File: config.mk
export PLATFORM = sky130hd
export DESIGN_NAME = serial_divide
export DESIGN_NICKNAME = d
export VERILOG_FILES = /design/src/rtl/serial_divide_pkg.sv /design/src/rtl/serial_divide_core.sv /design/src/rtl/serial_divide.sv
export SDC_FILE = /design/constraint.sdc
export NUM_CORES = 1
export LEC_CHECK = 0
export ABC_CLOCK_PERIOD_IN_PS = 4700
export BUFFER_PORTS_ARGS = -buffer_cell sky130_fd_sc_hd__buf_2
export CORE_MARGIN = 2
export CORE_UTILIZATION = 45
export DETAILED_ROUTE_END_ITERATION = 10
export HOLD_SLACK_MARGIN = 0.12
export PLACE_DENSITY = 0.65
export RECOVER_POWER = 50
export SYNTH_ARGS = -nofsm -noshare
export SYNTH_HDL_FRONTEND = slang
export SYNTH_SLANG_ARGS = --single-unit
File: constraint.sdc
create_clock -name clk -period 4.7 [get_ports clk]
set_input_delay 0.94 -clock clk [delete_from_list [all_inputs] [get_ports clk]]
set_output_delay 0.94 -clock clk [all_outputs]
set_load 0.03 [all_outputs]
File: src/rtl/serial_divide_pkg.sv
// Shared types and helpers for the serial restoring divider.
package serial_divide_pkg;

  typedef enum logic [1:0] {
    IDLE,
    DIVIDE,
    FIX,
    DONE
  } state_e;

  // Operands are sign-extended to this width before magnitude extraction.
  localparam int ABS_W = 64;

  function automatic int cnt_width(input int width_n);
    return $clog2(width_n + 1);
  endfunction

  function automatic logic [ABS_W-1:0] abs_val(input logic [ABS_W-1:0] x);
    return x[ABS_W-1] ? (~x + 1'b1) : x;
  endfunction

endpackage

File: src/rtl/serial_divide_core.sv
// Unsigned restoring shift/subtract datapath: one quotient bit per step.
module serial_div_core
  import serial_divide_pkg::*;
#(
  parameter int WIDTH_N = 8,
  parameter int WIDTH_D = 4
) (
  input  logic               clk,
  input  logic               reset,
  input  logic               load,
  input  logic               step,
  input  logic [WIDTH_N-1:0] dividend,
  input  logic [WIDTH_D-1:0] divisor,
  output logic [WIDTH_N-1:0] quotient,
  output logic [WIDTH_N-1:0] remainder,
  output logic               last
);

  localparam int CNT_W = cnt_width(WIDTH_N);

  logic [WIDTH_N-1:0] quo_q, quo_d, rem_q, rem_d;
  logic [WIDTH_D-1:0] dvs_q, dvs_d;
  logic [CNT_W-1:0]   cnt_q, cnt_d;
  logic [WIDTH_N:0]   partial, trial;

  always_comb begin
    partial = {rem_q, quo_q[WIDTH_N-1]};
    trial   = partial - (WIDTH_N+1)'(dvs_q);
    quo_d   = quo_q;
    rem_d   = rem_q;
    dvs_d   = dvs_q;
    cnt_d   = cnt_q;
    if (load) begin
      // The dividend shifts out of quo_q's top while quotient bits enter below.
      quo_d = dividend;
      rem_d = '0;
      dvs_d = divisor;
      cnt_d = '0;
    end else if (step) begin
      if (!trial[WIDTH_N]) begin
        rem_d = trial[WIDTH_N-1:0];
        quo_d = {quo_q[WIDTH_N-2:0], 1'b1};
      end else begin
        rem_d = partial[WIDTH_N-1:0];
        quo_d = {quo_q[WIDTH_N-2:0], 1'b0};
      end
      cnt_d = cnt_q + 1'b1;
    end
  end

  always_ff @(posedge clk or posedge reset) begin
    if (reset) begin
      quo_q <= '0;
      rem_q <= '0;
      dvs_q <= '0;
      cnt_q <= '0;
    end else begin
      quo_q <= quo_d;
      rem_q <= rem_d;
      dvs_q <= dvs_d;
      cnt_q <= cnt_d;
    end
  end

  assign quotient  = quo_q;
  assign remainder = rem_q;
  assign last      = (cnt_q == CNT_W'(WIDTH_N - 1));

endmodule

File: src/rtl/serial_divide.sv
// Iterative divider with start/running/done handshake; signed results truncate toward zero.
module serial_divide
  import serial_divide_pkg::*;
#(
  parameter int WIDTH_N = 8,
  parameter int WIDTH_D = 4,
  parameter bit SIGNED  = 1'b0
) (
  input  logic               clk,
  input  logic               reset,
  input  logic               start,
  input  logic [WIDTH_N-1:0] dividend,
  input  logic [WIDTH_D-1:0] divisor,
  output logic               running,
  output logic               done,
  output logic [WIDTH_N-1:0] quotient,
  output logic [WIDTH_N-1:0] remainder,
  output logic               div_by_zero
);

  state_e             state_q, state_d;
  logic               running_q, running_d, done_q, done_d, dbz_q, dbz_d;
  logic [WIDTH_N-1:0] quotient_q, quotient_d, remainder_q, remainder_d;
  logic               neg_dvd_q, neg_dvd_d, neg_dvs_q, neg_dvs_d, dvz_q, dvz_d;
  logic               load, step, last, neg_dvd, neg_dvs;
  logic [WIDTH_N-1:0] core_quo, core_rem, dvd_mag;
  logic [WIDTH_D-1:0] dvs_mag;
  logic [ABS_W-1:0]   dvd_ext, dvs_ext;

  always_comb begin
    neg_dvd = SIGNED && dividend[WIDTH_N-1];
    neg_dvs = SIGNED && divisor[WIDTH_D-1];
    dvd_ext = {{(ABS_W-WIDTH_N){neg_dvd}}, dividend};
    dvs_ext = {{(ABS_W-WIDTH_D){neg_dvs}}, divisor};
    dvd_mag = WIDTH_N'(abs_val(dvd_ext));
    dvs_mag = WIDTH_D'(abs_val(dvs_ext));
  end

  always_ff @(posedge clk or posedge reset) begin
    if (reset) state_q <= IDLE;
    else       state_q <= state_d;
  end

  // DONE also accepts a start, giving one operation per WIDTH_N+2 clocks.
  always_comb begin
    state_d = state_q;
    case (state_q)
      IDLE:    if (start) state_d = DIVIDE;
      DIVIDE:  if (last) state_d = FIX;
      FIX:     state_d = DONE;
      DONE:    state_d = start ? DIVIDE : IDLE;
      default: state_d = IDLE;
    endcase
  end

  always_comb begin
    load        = start && (state_q == IDLE || state_q == DONE);
    step        = (state_q == DIVIDE);
    running_d   = (state_d == DIVIDE) || (state_d == FIX);
    done_d      = (state_d == DONE);
    neg_dvd_d   = load ? neg_dvd : neg_dvd_q;
    neg_dvs_d   = load ? neg_dvs : neg_dvs_q;
    dvz_d       = load ? (divisor == '0) : dvz_q;
    quotient_d  = quotient_q;
    remainder_d = remainder_q;
    dbz_d       = load ? 1'b0 : dbz_q;
    if (state_q == FIX) begin
      // A zero divisor always reports all ones, whatever the dividend sign.
      quotient_d  = dvz_q ? '1 : ((neg_dvd_q ^ neg_dvs_q) ? -core_quo : core_quo);
      remainder_d = neg_dvd_q ? -core_rem : core_rem;
      dbz_d       = dvz_q;
    end
  end

  always_ff @(posedge clk or posedge reset) begin
    if (reset) begin
      running_q   <= 1'b0;
      done_q      <= 1'b0;
      dbz_q       <= 1'b0;
      quotient_q  <= '0;
      remainder_q <= '0;
      neg_dvd_q   <= 1'b0;
      neg_dvs_q   <= 1'b0;
      dvz_q       <= 1'b0;
    end else begin
      running_q   <= running_d;
      done_q      <= done_d;
      dbz_q       <= dbz_d;
      quotient_q  <= quotient_d;
      remainder_q <= remainder_d;
      neg_dvd_q   <= neg_dvd_d;
      neg_dvs_q   <= neg_dvs_d;
      dvz_q       <= dvz_d;
    end
  end

  serial_div_core #(
    .WIDTH_N(WIDTH_N),
    .WIDTH_D(WIDTH_D)
  ) u_core (
    .clk      (clk),
    .reset    (reset),
    .load     (load),
    .step     (step),
    .dividend (dvd_mag),
    .divisor  (dvs_mag),
    .quotient (core_quo),
    .remainder(core_rem),
    .last     (last)
  );

  assign running     = running_q;
  assign done        = done_q;
  assign quotient    = quotient_q;
  assign remainder   = remainder_q;
  assign div_by_zero = dbz_q;

endmodule
==> impl_results.md <==
* Outcome: complete, but fails checks
* Violated checks: capacitance limit, slew limit
* Vias post-DR at 1631
* DPL Wire Length at about 2.8 mm
* CP Data Arrival Time at 2.49 ns
* Tcrit/Tclk final at 0.5014
* Hold buffers post-CTS at 0
* Final non-filler cell total at 323
* Post-CTS Repair Setup Buffers at 0
* Final Total Pwr at 1974 uW
* Static Leak at 0.001253 uW
* ANT nets after route at 0
* Cts bufs inserted at 5
* Clk buf depth at 2
* WP data required at 4.83 ns
* Synthesis-to-finish area growth at 13.49%
* Chip height at 74.92 um
* Final instance area at roughly 0.0026 mm2
* Final max-slew violation count at 47
* Maximum number of pins on one net before global-route repair at 47
* Setup TNS at 0 ns
* Antenna cell count at 0
* Row cnt at 25
* Share of cells above drive strength 1 at 0.2070
* Post-placement cell area at around 0.0025 mm2
* Post-synth EDFFs at 0
* Die area at 0.005613 mm2
* Worst Skew at 0.006660 ns
* Post-Syn Nets at 251
* Async S/R FF share, synth at 1.000
* Worst slew margin at -0.1440
* Hold Path Class: reg2reg
* Total wire length at 4.273 mm
* Ys flop type: dfrtp_1
* Depth of the CTS H-tree at 2
* DR WL/cell at about 13 um
* Mapped Area at 0.002263 mm2
* Most common cell in the netlist: dfrtp_1
* Final Setup Violations at 0
* Post-synthesis cell count at 225
* RD Place Congestion at 0.7870
* Worst slew pin tran at 1.714 ns
* Startpoint Class: flip-flop
* I/O Pins at 34
* DR iter-0 viols at 81
* TritonCTS sink count at 46
* FF+latch count, synth at 46
* Starting Density at 0.4729
* Number of port buffers at 33
* VDD IR-drop max at 0.0003017 V
* Drc violations at 0
* Core ar. at 0.004786 mm2
* Global-route wire length before repair at around 7.5 mm
* Synth Area per Inst at 10.06 um2
* Yosys top cell by area: dfrtp_1
* YS warnings at 0
* Dpl cells at about 320
* Filler cells at 438
* GRT Util Overall at 0.1778
* Final hold vios at 0
* Die Width at 74.92 um
* Clock transition at path regs at 0.08 ns
* Post-layout util at 0.5367
* Post-synth cell types at 38
* Post-CTS sizing at 0
* Post-synth top area share at 0.5086
* Initial antenna violation count at 0
* Largest fanout on the critical path at 6
* Critical Path Sink Type: flip-flop
* CTS tree: yes
* Pwr Density at approximately 770 mW/mm2
* Total congestion overflow at 0
* Setup CP Type: reg2reg
* Via/cell ratio at 5.050
* Final Net Count at approximately 280
* R2r setup slk at 2.34 ns
* First drt pass iteration count at 4
* Post-layout minimum cycle time at 2.357 ns
* Post-synth top cells: dfrtp_1, nor2_1, nand2_1
* Top post-synthesis cells by area: dfrtp_1, ha_1, mux2i_1, o21ai_0, nor2_1
* Max Cap Viol at 1
* Worst-Skew Late Latency at 0.30 ns
* RSZ-0062 raised after global routing: no
* Root Buffer: clkbuf_8
* Vias in the first global route at 1584
* Achievable Freq at 424.3 MHz
* Sequential fraction of the synthesis area at 0.5086
==> layout make-up <==
| type | instances | area (um2) | area share |
|---|---|---|---|
| inverters | 9 | 33.78 | 0.01315 |
| flip-flops and latches | 46 | 1151 | 0.4481 |
| clock buffers | 7 | 86.33 | 0.03361 |
| multi-input cells | 158 | 1032 | 0.4019 |
| repair buffers | 35 | 176.4 | 0.06868 |
| clock inverters | 1 | 5.005 | 0.001948 |
| well taps | 67 | 83.83 | 0.03264 |
==> placed cells by master (no fill, tap or decap), drive strengths merged, types with 2 or more instances in the layout <==
cell / synthesis / layout
dfrtp: 46 / 46
buf: 1 / 34
nor2: 26 / 26
nand2: 25 / 25
o21ai: 22 / 22
a21oi: 18 / 18
mux2i: 11 / 11
ha: 10 / 10
mux2: 8 / 8
inv: 8 / 8
clkbuf: 11 / 8
xor2: 7 / 7
nor3: 3 / 3
a211oi: 3 / 3
nand2b: 2 / 2
o21a: 2 / 2
nand3: 2 / 2
a21o: 2 / 2
clkinv: 1 / 2
or4: 2 / 2
xnor2: 2 / 2
==> worst paths after layout <==
kind,from,end,cells after the start
worst min register to register,u_core.dvs_q[0],u_core.dvs_q[0],2
max in group asynchronous,reset,remainder[2],2
worst min-delay path,u_core.dvs_q[0],u_core.dvs_q[0],2
worst max-delay path,u_core.quotient[7],u_core.remainder[2],9
min in group asynchronous,reset,remainder[1],2
worst max register to register,u_core.quotient[7],u_core.remainder[2],9
==> sequential cells by signal, indices dropped and copies added (netlist names) <==
register,cells
u_core.cnt_q,4
div_by_zero,1
quotient,8
running,1
u_core.remainder,8
state_q,2
u_core.quotient,8
remainder,8
u_core.dvs_q,4
done,1
dvz_q,1
==> per-stage QoR <==
| stage | setup WS (ns) | hold WS [ns] |
|---|---|---|
| 2_1_floorplan | 2.552 | 0.4497 |
| 3_3_place_gp | 2.460 | 0.4654 |
| 3_5_place_dp | 2.391 | 0.4705 |
| 4_1_cts | 2.363 | 0.4916 |
| 5_1_grt | 2.163 | 0.5270 |
| 6_report | 2.343 | 0.4817 |
==> power breakdown <==
group	leakage, uW	total (uW)	switching [uW]	internal, uW
Combinational	0.000622	1020	608	408
Clock	0.0000482	250	131	119
Sequential	0.000583	708	135	573
Total	0.00125	1970	874	1100
==> cells by family after synthesis <==
family / count (synthesis) / synth area share
mux: 19 / 0.08845
buf+inv: 21 / 0.03538
xor+xnor: 9 / 0.03815
compound gates: 51 / 0.1310
simple gates: 68 / 0.1343
fa+ha+maj: 11 / 0.06412
flops: 46 / 0.5086
==> worst max-delay path, cell delays in order, from the launching register on <==
cell and delay (ns):
dfrtp_1 0.42, inv_1 0.08, ha_1 0.16, inv_1 0.05
fa_1 0.41, a21o_1 0.21, a211oi_4 0.30, xnor2_2 0.23
mux2i_1 0.23, o22ai_1 0.10
==> layer usage <==
layer | share of wire | up-vias | global-route usage | wire (um)
met5 | 0 | - | 0 | 0
met4 | 0.012 | 0 | 0.04762 | 51
met1 | 0.49 | 771 | 0.2480 | 2080
met2 | 0.46 | 31 | 0.2758 | 1959
li1 | - | 824 | - | -
met3 | 0.043 | 5 | 0.04819 | 182
Power figures use the tool's default switching activity.
